===== src/rtl/llc_pipe_pkg.sv =====
// Shared constants for the LLC pipeline head arbiter: requester indices,
// default class mask, starvation limit and the grant-rule encoding.
package llc_pipe_pkg;

   localparam int LLC_SRC_RSP = 0;
   localparam int LLC_SRC_REQ = 1;
   localparam int LLC_SRC_FWD = 2;
   localparam int LLC_SRC_DMA = 3;

   localparam int LLC_NUM_REQ_DEFAULT = LLC_SRC_DMA + 1;
   localparam logic [LLC_NUM_REQ_DEFAULT-1:0] LLC_HI_PRIO_MASK_DEFAULT = 4'b0001;
   localparam int LLC_STARVE_LIMIT_DEFAULT = 8;

   // Which arbitration rule produced this cycle's grant; only RR moves the pointer.
   typedef enum logic [2:0] {
      GR_NONE,
      GR_LOCK,
      GR_STARVE,
      GR_PRIO,
      GR_RR
   } llc_grant_rule_e;

   function automatic int llcIdxWidth(input int n);
      return (n > 1) ? $clog2(n) : 1;
   endfunction

endpackage


===== src/rtl/llc_rr_picker.sv =====
// Combinational rotating-priority encoder: picks the first set request
// strictly after the pointer, wrapping modulo NUM_REQ.
module llc_rr_picker #(
   parameter int NUM_REQ = 4,
   parameter int IDX_W   = 2
) (
   input  logic [NUM_REQ-1:0] req_i,
   input  logic [IDX_W-1:0]   ptr_i,
   output logic [NUM_REQ-1:0] grant_o,
   output logic [IDX_W-1:0]   idx_o,
   output logic               any_o
);

   logic [IDX_W-1:0] candIdx;

   always_comb begin
      grant_o = '0;
      idx_o   = '0;
      any_o   = 1'b0;
      candIdx = '0;
      for (int k = 1; k <= NUM_REQ; k++) begin
         candIdx = IDX_W'((int'(ptr_i) + k) % NUM_REQ);
         if (!any_o && req_i[candIdx]) begin
            any_o            = 1'b1;
            idx_o            = candIdx;
            grant_o[candIdx] = 1'b1;
         end
      end
   end

endmodule


===== src/rtl/llc_pipe_arbiter.sv =====
// N-input arbiter feeding a one-entry valid/ready output register at the
// head of the LLC pipeline, with lock, fixed-priority, starvation and RR rules.
module llc_pipe_arbiter
   import llc_pipe_pkg::*;
#(
   parameter int                 NUM_REQ      = LLC_NUM_REQ_DEFAULT,
   parameter int                 DATA_WIDTH   = 64,
   parameter type                dtype        = logic [DATA_WIDTH-1:0],
   parameter logic [NUM_REQ-1:0] HI_PRIO_MASK = NUM_REQ'(LLC_HI_PRIO_MASK_DEFAULT),
   parameter int                 STARVE_LIMIT = LLC_STARVE_LIMIT_DEFAULT,
   localparam int                IDX_W        = llcIdxWidth(NUM_REQ)
) (
   input  logic               clk,
   input  logic               rst,
   input  logic [NUM_REQ-1:0] req_valid_in,
   input  dtype               req_data_in [NUM_REQ],
   input  logic [NUM_REQ-1:0] req_lock_in,
   output logic [NUM_REQ-1:0] req_ready_out,
   input  logic               pipe_ready_in,
   output logic               pipe_valid_out,
   output dtype               pipe_data_out,
   output logic [IDX_W-1:0]   pipe_src_out,
   output logic               locked_out
);

   localparam int                 CNT_W   = $clog2(STARVE_LIMIT + 1);
   localparam logic [NUM_REQ-1:0] LO_MASK = ~HI_PRIO_MASK;
   localparam bit                 LOCK_EN = (NUM_REQ > 1);

   logic             pipeValid_q, pipeValid_d;
   dtype             pipeData_q, pipeData_d;
   logic [IDX_W-1:0] pipeSrc_q, pipeSrc_d;
   logic             locked_q, locked_d;
   logic [IDX_W-1:0] lockOwner_q, lockOwner_d;
   logic [IDX_W-1:0] rrPtr_q, rrPtr_d;
   logic [CNT_W-1:0] cnt_q [NUM_REQ];
   logic [CNT_W-1:0] cnt_d [NUM_REQ];

   logic               canLoad;
   logic               xfer;
   logic [NUM_REQ-1:0] grant;
   logic [IDX_W-1:0]   grantIdx;
   llc_grant_rule_e    grantRule;

   logic               starveAny, hiAny;
   logic [IDX_W-1:0]   starveIdx, hiIdx;
   logic [NUM_REQ-1:0] rrGrant;
   logic [IDX_W-1:0]   rrIdx;
   logic               rrAny;

   assign canLoad = !pipeValid_q || pipe_ready_in;

   llc_rr_picker #(
      .NUM_REQ (NUM_REQ),
      .IDX_W   (IDX_W)
   ) u_rr_picker (
      .req_i   (req_valid_in & LO_MASK),
      .ptr_i   (rrPtr_q),
      .grant_o (rrGrant),
      .idx_o   (rrIdx),
      .any_o   (rrAny)
   );

   // Lowest-index search for starving low-class and high-class requesters.
   always_comb begin
      starveAny = 1'b0;
      starveIdx = '0;
      hiAny     = 1'b0;
      hiIdx     = '0;
      for (int i = NUM_REQ - 1; i >= 0; i--) begin
         if (LO_MASK[i] && req_valid_in[i] && cnt_q[i] == CNT_W'(STARVE_LIMIT)) begin
            starveAny = 1'b1;
            starveIdx = IDX_W'(i);
         end
         if (HI_PRIO_MASK[i] && req_valid_in[i]) begin
            hiAny = 1'b1;
            hiIdx = IDX_W'(i);
         end
      end
   end

   always_comb begin
      grant     = '0;
      grantIdx  = '0;
      grantRule = GR_NONE;
      if (LOCK_EN && locked_q) begin
         if (req_valid_in[lockOwner_q]) begin
            grant[lockOwner_q] = 1'b1;
            grantIdx           = lockOwner_q;
            grantRule          = GR_LOCK;
         end
      end else if (starveAny) begin
         grant[starveIdx] = 1'b1;
         grantIdx         = starveIdx;
         grantRule        = GR_STARVE;
      end else if (hiAny) begin
         grant[hiIdx] = 1'b1;
         grantIdx     = hiIdx;
         grantRule    = GR_PRIO;
      end else if (rrAny) begin
         grant     = rrGrant;
         grantIdx  = rrIdx;
         grantRule = GR_RR;
      end
   end

   assign req_ready_out = canLoad ? grant : '0;
   assign xfer          = |req_ready_out;

   // Output register, lock, pointer and starvation counters advance together.
   always_comb begin
      pipeValid_d = pipeValid_q;
      pipeData_d  = pipeData_q;
      pipeSrc_d   = pipeSrc_q;
      locked_d    = locked_q;
      lockOwner_d = lockOwner_q;
      rrPtr_d     = rrPtr_q;
      if (xfer) begin
         pipeValid_d = 1'b1;
         pipeData_d  = req_data_in[grantIdx];
         pipeSrc_d   = grantIdx;
         if (LOCK_EN && req_lock_in[grantIdx]) begin
            locked_d    = 1'b1;
            lockOwner_d = grantIdx;
         end else begin
            locked_d = 1'b0;
         end
         if (grantRule == GR_RR) begin
            rrPtr_d = grantIdx;
         end
      end else if (pipe_ready_in) begin
         pipeValid_d = 1'b0;
      end
      for (int i = 0; i < NUM_REQ; i++) begin
         cnt_d[i] = '0;
         if (LO_MASK[i] && req_valid_in[i] && !(xfer && grant[i])) begin
            cnt_d[i] = (cnt_q[i] == CNT_W'(STARVE_LIMIT)) ? cnt_q[i] : cnt_q[i] + CNT_W'(1);
         end
      end
   end

   always_ff @(posedge clk or posedge rst) begin
      if (rst) begin
         pipeValid_q <= 1'b0;
         pipeData_q  <= '0;
         pipeSrc_q   <= '0;
         locked_q    <= 1'b0;
         lockOwner_q <= '0;
         rrPtr_q     <= IDX_W'(NUM_REQ - 1);
         for (int i = 0; i < NUM_REQ; i++) begin
            cnt_q[i] <= '0;
         end
      end else begin
         pipeValid_q <= pipeValid_d;
         pipeData_q  <= pipeData_d;
         pipeSrc_q   <= pipeSrc_d;
         locked_q    <= locked_d;
         lockOwner_q <= lockOwner_d;
         rrPtr_q     <= rrPtr_d;
         for (int i = 0; i < NUM_REQ; i++) begin
            cnt_q[i] <= cnt_d[i];
         end
      end
   end

   assign pipe_valid_out = pipeValid_q;
   assign pipe_data_out  = pipeData_q;
   assign pipe_src_out   = pipeSrc_q;
   assign locked_out     = locked_q;

endmodule


===== config.mk =====
export PLATFORM = sky130hd
export DESIGN_NAME = llc_pipe_arbiter
export DESIGN_NICKNAME = d
export VERILOG_FILES = /design/src/rtl/llc_pipe_pkg.sv /design/src/rtl/llc_rr_picker.sv /design/src/rtl/llc_pipe_arbiter.sv
export SDC_FILE = /design/constraint.sdc
export NUM_CORES = 1
export LEC_CHECK = 0
export CAP_MARGIN = 20
export CORE_AREA = 4 4 130 132
export DETAILED_ROUTE_END_ITERATION = 10
export DIE_AREA = 0 0 134 136
export PLACE_DENSITY = 0.82
export SLEW_MARGIN = 20
export SYNTH_ARGS = -nofsm -noshare
export SYNTH_HDL_FRONTEND = slang
export SYNTH_SLANG_ARGS = --single-unit

===== constraint.sdc =====
create_clock -name clk -period 10.48 [get_ports clk]
set_input_delay 1.048 -clock clk [delete_from_list [all_inputs] [get_ports clk]]
set_output_delay 1.048 -clock clk [all_outputs]
set_load 0.005 [all_outputs]

==> results.md, run 1 <==
| Stage | Result | This run |
| --- | --- | --- |
| setup path | Startpoint of the most critical setup path | req_valid_in[3] |
| job | Maximum Capacitance Violations | 0 |
| global routing | Pin count of the biggest net entering global routing | 94 |
| timing | Transition time at the pin with the least slew margin | 0.877 ns |
| setup path | Worst reg2reg startpoint | rrPtr_q[0]$_DFFE_PP1P_ |
| power and ir drop | Sequential cell fraction of total power | 0.218 |
| timing | Slew Viols, Final | 0 |
| detailed routing | Final ANT Viol Nets | 0 |
| finish | Synthesis-to-layout area growth | 60.3% |
| setup path | Ordered list of cells on the worst path | clkdlybuf4s50_1 -> mux2_4 -> o32ai_1 -> a222oi_1 -> a211o_1 -> nor2_1 -> clkdlybuf4s50_1 |
| power and ir drop | Reported net switching power | 0.00111 W |
| setup path | Crit. End Element | primary output |
| timing | Final critical-path required period | 5.02 ns |
| cts | CTS tree | built |
| die | Initial Utilization | 0.399 |
| setup path | Reg-to-reg critical path endpoint | pipe_data_out[37]$_DFFE_PP0P_ |
| cts | TritonCTS sink count | 84 |
| run status | Status | completed |
| timing | Number of hold violations in the final report | 0 |
| logic synthesis | Area contributors post-synth | sky130_fd_sc_hd__dfrtp_1, sky130_fd_sc_hd__mux2_4, sky130_fd_sc_hd__nand2_1 |
| logic synthesis | Post-synth cell types | 56 |
| logic synthesis | Number of synthesized flops with an enable pin | 0 |
| global routing | First-pass GRT wire length | 35.1 mm |
| global routing | Number of global-route vias before repair | 6437 |
| setup path | CP Buf/Inv Count | 2 |
| detailed routing | Vias after detailed routing | 6503 |
| die | X dimension of the die | 134 um |
| timing | Final count of negative-setup-slack endpoints | 0 |
| cts | Quantity of gates resized following cts | 0 |
| global routing | Number of antenna violations at the first check in global routing | 2 |
| die | IO Count | 339 |
| setup path | Critical path capture point | req_ready_out[2] |
| timing | Crit share post-route | 0.479 |
| setup path | Cell class contributing the biggest share of worst-path delay | buffers and inverters |
| power and ir drop | Combinational share of power | 0.661 |
| timing | Hold Slack | 0.507 ns |
| detailed routing | Final Routed Wirelength | 23.1 mm |
| logic synthesis | Cell type with the highest aggregate area in the netlist | sky130_fd_sc_hd__dfrtp_1 |
| finish | Proportion of layout cells with a drive suffix above 1 | 0.0980 |
| logic synthesis | Synth Net Count | 989 |
| logic synthesis | Most frequently used flop master after synthesis | sky130_fd_sc_hd__dfrtp_1 |
| detailed routing | Initial DRC count | 305 |
| detailed routing | Met1 WL | 9.37 mm |
| logic synthesis | Seq/Total Area, Yosys | 0.336 |
| logic synthesis | Number of instances in the synthesized netlist | 708 |
| setup path | Class of the most critical setup path | in2out |
| die | Die outline area | 18200 um^2 |
| power and ir drop | Sw Share | 0.392 |
| power and ir drop | Pwr per Cell Area | 281 nW/um^2 |
| setup path | Slowest Stage Delay on Critical Path | 0.73 ns |
| global routing | Total GRT Usage | 0.244 |
| worst hold path | Worst Min Path Start | pipe_data_out[30]$_DFFE_PP0P_ |
| detailed routing | Residual DRC | 0 |
| detailed routing | Highest routed metal layer | met4 |
| cts | H-tree levels | 3 |
| detailed routing | Count of TritonRoute iterations in the first routing pass | 4 |
| finish | Cell area after layout | 10000 um^2 |
| detailed routing | Total met3 wirelength after detailed routing | 1.58 mm |
| placed design | Placed cell areas | 9740 um^2 |
| logic synthesis | Post-synthesis average cell area | 8.85 um^2 |
| timing | Maximum clock frequency | 0.199 GHz |
| setup path | Endpoint required time on the critical path | 9.43 ns |
| logic synthesis | Leading cell type by number of instances after synthesis | sky130_fd_sc_hd__nand2_1 |
| setup path | FF-to-FF path depth | 10 |
| placed design | Routability Congestion | 0.906 |
| power and ir drop | Leak Pwr | 4.07 nW |
| power and ir drop | Clk network pwr share | 0.121 |
| global routing | Remaining global-route overflow | 0 |
| die | Floorplan row count | 46 |
| logic synthesis | Total standard cell area after synthesis | 6270 um^2 |
| detailed routing | Via-per-instance ratio | 5.30 |
| worst hold path | Min-Delay Path Depth | 1 |
| setup path | Highest fanout seen on the critical path | 20 |
| detailed routing | Metal2 WL | 11.4 mm |
| power and ir drop | Int Pwr | 0.00172 W |
| die | Std-Cell Core Area | 15700 um^2 |
| setup path | CP Data Arrival Time | 3.98 ns |
| logic synthesis | Fraction of post-synthesis cell area in the top cell type by area | 0.327 |
| setup path | Critical path depth | 7 |
| worst hold path | Type of the tightest min-delay check | reg2reg |
| power and ir drop | Maximum vdd ir drop | 192 uV |
| die | Height of the die | 136 um |
| logic synthesis | Commonest cells post-synth | sky130_fd_sc_hd__nand2_1, sky130_fd_sc_hd__dfrtp_1, sky130_fd_sc_hd__a211oi_1, sky130_fd_sc_hd__a31oi_1, sky130_fd_sc_hd__mux2_4 |
| cts | Number of buffers inserted for hold repair after clock tree synthesis | 0 |
| detailed routing | Avg WL per Cell | 18.8 um |
| cts | Post-CTS setup buffers | 0 |
| timing | Post-Route Skew | 0.0112 ns |
| finish | Final #Nets | 1288 |
| setup path | Library cell contributing the largest single delay on the critical path | sky130_fd_sc_hd__clkdlybuf4s50_1 |
| cts | Register clock-pin slew on the reported worst setup and hold paths | 0.06 ns |
| logic synthesis | Post-synthesis register bit count | 84 |
| timing | Unrepaired setup endpoints after global routing | no |
| timing | Total negative slack | 0 ns |
| setup path | Setup slack, reg-to-reg | 6.15 ns |
| timing | Worst relative slew slack | 0.415 |
| placed design | Half-perimeter wire length after placement | 17.3 mm |
| logic synthesis | Yosys warning count | 0 |
| finish | Share of the core filled with cells | 0.640 |
| placed design | Count of input and output buffers | 338 |
| setup path | Most frequent cell on the critical path | sky130_fd_sc_hd__clkdlybuf4s50_1 |
| cts | Root cell of the clock tree | sky130_fd_sc_hd__clkbuf_16 |
| logic synthesis | Fraction of registers with async set or reset after synthesis | 1.00 |
| cts | Clock latency on the worst-skew pair | 0.34 ns |
| cts | Longest Clk Path Bufs | 2 |
| cts | TritonCTS buffer count | 9 |
| setup path | Sort of element at the start of the critical path | input port |
==> final cells by class <==
cell class              count  area (um^2)
flip-flops and latches     84         2100
repair buffers            346         3440
fillers                  1377         5660
well taps                 216          270
multi-input cells         552         3860
clock buffers              12          246
diodes                      2         5.00
clock inverters             2         60.1
inverters                  14         53.8
==> worst register-to-register path, stage by stage, from the launching register on <==
cell	delay (ns)
sky130_fd_sc_hd__dfstp_2	0.71
sky130_fd_sc_hd__inv_1	0.23
sky130_fd_sc_hd__ha_1	0.50
sky130_fd_sc_hd__mux2_4	0.34
sky130_fd_sc_hd__o32ai_1	0.53
sky130_fd_sc_hd__a221o_1	0.27
sky130_fd_sc_hd__o32ai_2	0.11
sky130_fd_sc_hd__and4_1	0.26
sky130_fd_sc_hd__a21oi_4	0.17
sky130_fd_sc_hd__buf_4	0.64
sky130_fd_sc_hd__mux2_2	0.48
==> cell usage in the layout, fill, tap and decap left out, types with 14 or more instances in the layout <==
cell type,instances
sky130_fd_sc_hd__a31oi_1,65
sky130_fd_sc_hd__and2_1,36
sky130_fd_sc_hd__dfrtp_1,82
sky130_fd_sc_hd__and2_0,33
sky130_fd_sc_hd__mux2_2,15
sky130_fd_sc_hd__nand2_1,151
sky130_fd_sc_hd__a211oi_1,66
sky130_fd_sc_hd__ha_1,14
sky130_fd_sc_hd__nor2_1,25
sky130_fd_sc_hd__clkdlybuf4s50_1,338
sky130_fd_sc_hd__mux2_4,53
==> how the worst min path moves through the flow <==
stage,to
final,pipe_data_out[30]$_DFFE_PP0P_
after global routing,pipe_data_out[49]$_DFFE_PP0P_
after CTS,pipe_data_out[26]$_DFFE_PP0P_
after detailed placement,pipe_data_out[29]$_DFFE_PP0P_
after global placement,pipe_data_out[38]$_DFFE_PP0P_
after floorplan,pipe_data_out[40]$_DFFE_PP0P_
==> power groups by stage <==
stage	Clock, W	Combinational [W]	Sequential (W)
CTS	0.000352	0.00188	0.000614
finish	0.000343	0.00187	0.000615
detailed placement	0	0.00188	0.000610
floorplan	0	0.00127	0.000594
global placement	0	0.00184	0.000611
global route	0.000363	0.00203	0.000634
==> per-layer routing <==
layer | track usage | vias up
met1 | 0.297 | 3100
met2 | 0.413 | 228
met4 | 0.0989 | 0
li1 | - | 3128
met3 | 0.0633 | 47
met5 | 0 | -
==> metrics by stage <==
stage	instances	worst slack (ns)	total power [W]
floorplan	708	6.93	0.00186
global placement	1212	5.55	0.00245
detailed placement	1212	5.55	0.00249
CTS	1226	5.54	0.00284
global route	1228	5.38	0.00303
finish	1228	5.46	0.00282
==> registers in the layout (all words and copies together), names as in the netlist <==
name and flops:
pipe_data_out 64, cnt_q 12, lockOwner_q 2, pipe_src_out 2
rrPtr_q 2, locked_out 1, pipe_valid_out 1
==> cell families after synthesis <==
logic type               after synthesis  share of synthesized area
flip-flops                            84                      0.336
multiplexers                          72                      0.160
AO/OA/AOI/OAI                        181                      0.200
AND/OR/NAND/NOR                      278                      0.210
adder cells (fa/ha/maj)               15                     0.0295
buffers and inverters                 72                     0.0559
XOR/XNOR                               6                    0.00839
No activity file was read; power rests on OpenSTA's default activity.
==> inputs of run 2 (changes only) <==
CORE_AREA = unset   (was 4 4 130 132)
CORE_MARGIN = 4   (was unset)
CORE_UTILIZATION = 36   (was unset)
DIE_AREA = unset   (was 0 0 134 136)
PLACE_DENSITY = 0.78   (was 0.82)
clock period = 4.1 ns   (was 10.48 ns; I/O delays follow)
==> run 2 against run 1 <==
Cell count grew 1.1%. Power grew to 2.6 times the previous value. Clock-buffer cell count shrank 1. Critical endpoint is now req_ready_out[3]. Non-clock buffer count grew 8. Worst hold slack gained 0.00050 ns. Sequential power grew to 2.5 times the previous value. Largest cell class unchanged. Clock power grew 150%. Via count grew 0.29%. Setup slack lost 5.2 ns.
==> results.md, run 2 (synthesis results as in run 1) <==
| Stage | Result | This run | Delta |
| --- | --- | --- | --- |
| run status | Status | completed |  |
| finish | Most frequent cells in the layout | sky130_fd_sc_hd__clkdlybuf4s50_1, sky130_fd_sc_hd__nand2_1, sky130_fd_sc_hd__dfrtp_1 |  |
| detailed routing | Avg WL per Cell | 18.7 um | -0.24% |
| power and ir drop | Overall power | 0.00735 W | +160% |
| setup path | Class of the most critical setup path | reg2out |  |
| die | X dimension of the die | 140 um | +4.4% |
| cts | H-tree levels | 3 | unchanged |
| setup path | Crit. End Element | primary output |  |
| detailed routing | Via-per-instance ratio | 5.26 | -0.76% |
| power and ir drop | Sequential cell fraction of total power | 0.211 | -0.007 |
| timing | Maximum clock frequency | 0.257 GHz |  |
| power and ir drop | Leak Pwr | 4.13 nW | +1.5% |
| finish | Number of flip-flops in the largest register | 64 | unchanged |
| detailed routing | Residual DRC | 0 | unchanged |
| worst hold path | Type of the tightest min-delay check | reg2reg |  |
| power and ir drop | Clk network pwr share | 0.115 | -0.006 |
| finish | Synthesis-to-layout area growth | 62.5% |  |
| timing | Hold Slack | 0.507 ns | +0.000505 ns |
| setup path | CP Data Arrival Time | 3.48 ns | -0.50 ns |
| setup path | Sort of element at the start of the critical path | flip-flop |  |
| placed design | Routability Congestion | 0.885 | -2.3% |
| cts | TritonCTS buffer count | 9 | unchanged |
| power and ir drop | Maximum vdd ir drop | 508 uV | +160% |
| placed design | Count of input and output buffers | 338 | unchanged |
| die | Initial Utilization | 0.373 | -0.0262 |
| setup path | Endpoint required time on the critical path | 3.69 ns | -5.74 ns |
| cts | CTS tree | built |  |
| die | Height of the die | 140 um | +2.9% |
| placed design | Half-perimeter wire length after placement | 17.8 mm | +3.0% |
| power and ir drop | Pwr per Cell Area | 722 nW/um^2 | +160% |
| finish | Most common library cell in the layout ignoring fill and taps | sky130_fd_sc_hd__clkdlybuf4s50_1 |  |
| timing | Total negative slack | 0 ns | unchanged |
| global routing | Remaining global-route overflow | 0 | unchanged |
| die | Std-Cell Core Area | 16800 um^2 | +7.0% |
| timing | Crit share post-route | 0.949 |  |
| cts | TritonCTS sink count | 84 | unchanged |
| timing | Transition time at the pin with the least slew margin | 0.905 ns | +0.0282 ns |
| setup path | Highest fanout seen on the critical path | 18 | -10% |
| cts | Longest Clk Path Bufs | 2 | unchanged |
| detailed routing | Initial DRC count | 437 | +43% |
| global routing | Number of global-route vias before repair | 6372 | -1.0% |
| cts | Root cell of the clock tree | sky130_fd_sc_hd__clkbuf_16 |  |
| timing | Worst relative slew slack | 0.397 | -0.0188 |
| timing | Final count of negative-setup-slack endpoints | 0 | unchanged |
| power and ir drop | Combinational share of power | 0.674 | +0.013 |
| timing | Slew Viols, Final | 0 | unchanged |
| detailed routing | Final Routed Wirelength | 23.3 mm | +0.82% |
| timing | Unrepaired setup endpoints after global routing | no |  |
| cts | Number of buffers inserted for hold repair after clock tree synthesis | 0 | unchanged |
| finish | Post-Layout Cell Count | 1241 | +1.1% |
| timing | Post-Route Skew | 0.00736 ns | -0.00382 ns |
| cts | Clock latency on the worst-skew pair | 0.34 ns | about the same |
| finish | Proportion of layout cells with a drive suffix above 1 | 0.109 | +0.0108 |
| power and ir drop | Sw Share | 0.393 | +0.000958 |
| job | Maximum Capacitance Violations | 0 | unchanged |
| detailed routing | Vias after detailed routing | 6522 | +0.29% |
| finish | Final #Nets | 1296 | +0.62% |
| detailed routing | Final ANT Viol Nets | 0 | unchanged |
| timing | Final critical-path required period | 3.89 ns |  |
| die | Floorplan row count | 47 | +2.2% |
| global routing | Pin count of the biggest net entering global routing | 87 | -7.4% |
| global routing | First-pass GRT wire length | 35.2 mm | +0.41% |
| power and ir drop | Int Pwr | 0.00446 W | +160% |
| detailed routing | Count of TritonRoute iterations in the first routing pass | 5 | +1 |
| power and ir drop | Reported net switching power | 0.00289 W | +160% |
| cts | Post-CTS setup buffers | 0 | unchanged |
| die | IO Count | 339 | unchanged |
| placed design | Cell Count Post-Placement | 1224 | +0.99% |
| timing | Number of hold violations in the final report | 0 | unchanged |
| cts | Register clock-pin slew on the reported worst setup and hold paths | 0.07 ns | about the same |
| global routing | Total GRT Usage | 0.225 | -0.0193 |
| global routing | Number of antenna violations at the first check in global routing | 1 | -1 |
| die | Die outline area | 19600 um^2 | +7.5% |
run 2: final cells by class:
cell class              instances  area [um^2]
fillers                      1476         6640
multi-input cells             552         3870
repair buffers                354         3570
flip-flops and latches         84         2110
well taps                     220          275
clock buffers                  11          243
clock inverters                 5         60.1
inverters                      14         55.1
diodes                          1         2.50
run 2: critical path, cell delays in order (launching register included):
cell	delay (ns)
sky130_fd_sc_hd__dfstp_4	0.72
sky130_fd_sc_hd__inv_1	0.17
sky130_fd_sc_hd__ha_1	0.45
sky130_fd_sc_hd__mux2_4	0.33
sky130_fd_sc_hd__o21a_1	0.22
sky130_fd_sc_hd__a22o_1	0.24
sky130_fd_sc_hd__o31ai_1	0.28
sky130_fd_sc_hd__and2_1	0.20
sky130_fd_sc_hd__nor2_1	0.06
sky130_fd_sc_hd__clkdlybuf4s50_1	0.47
run 2: what timing repair did:
item / 4_1_cts / 5_1_grt
hold endpoints to repair: 0 / 0
resized for setup: 0 / 2
setup endpoints to repair: 0 / 2
run 2: metal layers:
| layer | global-route usage | vias up | wire (um) |
|---|---|---|---|
| met1 | 0.271 | 3083 | 9250 |
| li1 | - | 3151 | - |
| met2 | 0.386 | 254 | 11500 |
| met4 | 0.0607 | 0 | 464 |
| met5 | 0 | - | 0 |
| met3 | 0.0736 | 34 | 2000 |
run 2: power by group through the flow:
stage	Combinational, W	Sequential [W]	Clock (W)
finish	0.00496	0.00155	0.000847
global route	0.00537	0.00160	0.000897
CTS	0.00500	0.00155	0.000869
detailed placement	0.00499	0.00154	0
global placement	0.00489	0.00155	0
floorplan	0.00324	0.00152	0
run 2: worst paths after layout:
kind	from	endpoint	slack, ns	cells after the start
setup / recovery	rrPtr_q[0]$_DFFE_PP1P_	req_ready_out[3]	0.21	9
setup reg to reg	rrPtr_q[0]$_DFFE_PP1P_	locked_out$_DFFE_PP0P_	0.41	11
max in group asynchronous	rst	pipe_data_out[34]$_DFFE_PP0P_	2.72	3
min in group asynchronous	rst	pipe_data_out[7]$_DFFE_PP0P_	0.60	2
hold reg to reg	pipe_data_out[32]$_DFFE_PP0P_	pipe_data_out[32]$_DFFE_PP0P_	0.51	1
hold / removal	pipe_data_out[32]$_DFFE_PP0P_	pipe_data_out[32]$_DFFE_PP0P_	0.51	1
run 2: per-stage QoR:
step | utilization | setup slack (ns) | cell area, um^2
after floorplan | - | 0.675 | 6270
after global placement | 0.587 | 0.379 | 9870
after detailed placement | 0.587 | 0.382 | 9870
after CTS | 0.605 | 0.0484 | 10200
after global routing | 0.605 | 0.0117 | 10200
final | 0.605 | 0.210 | 10200
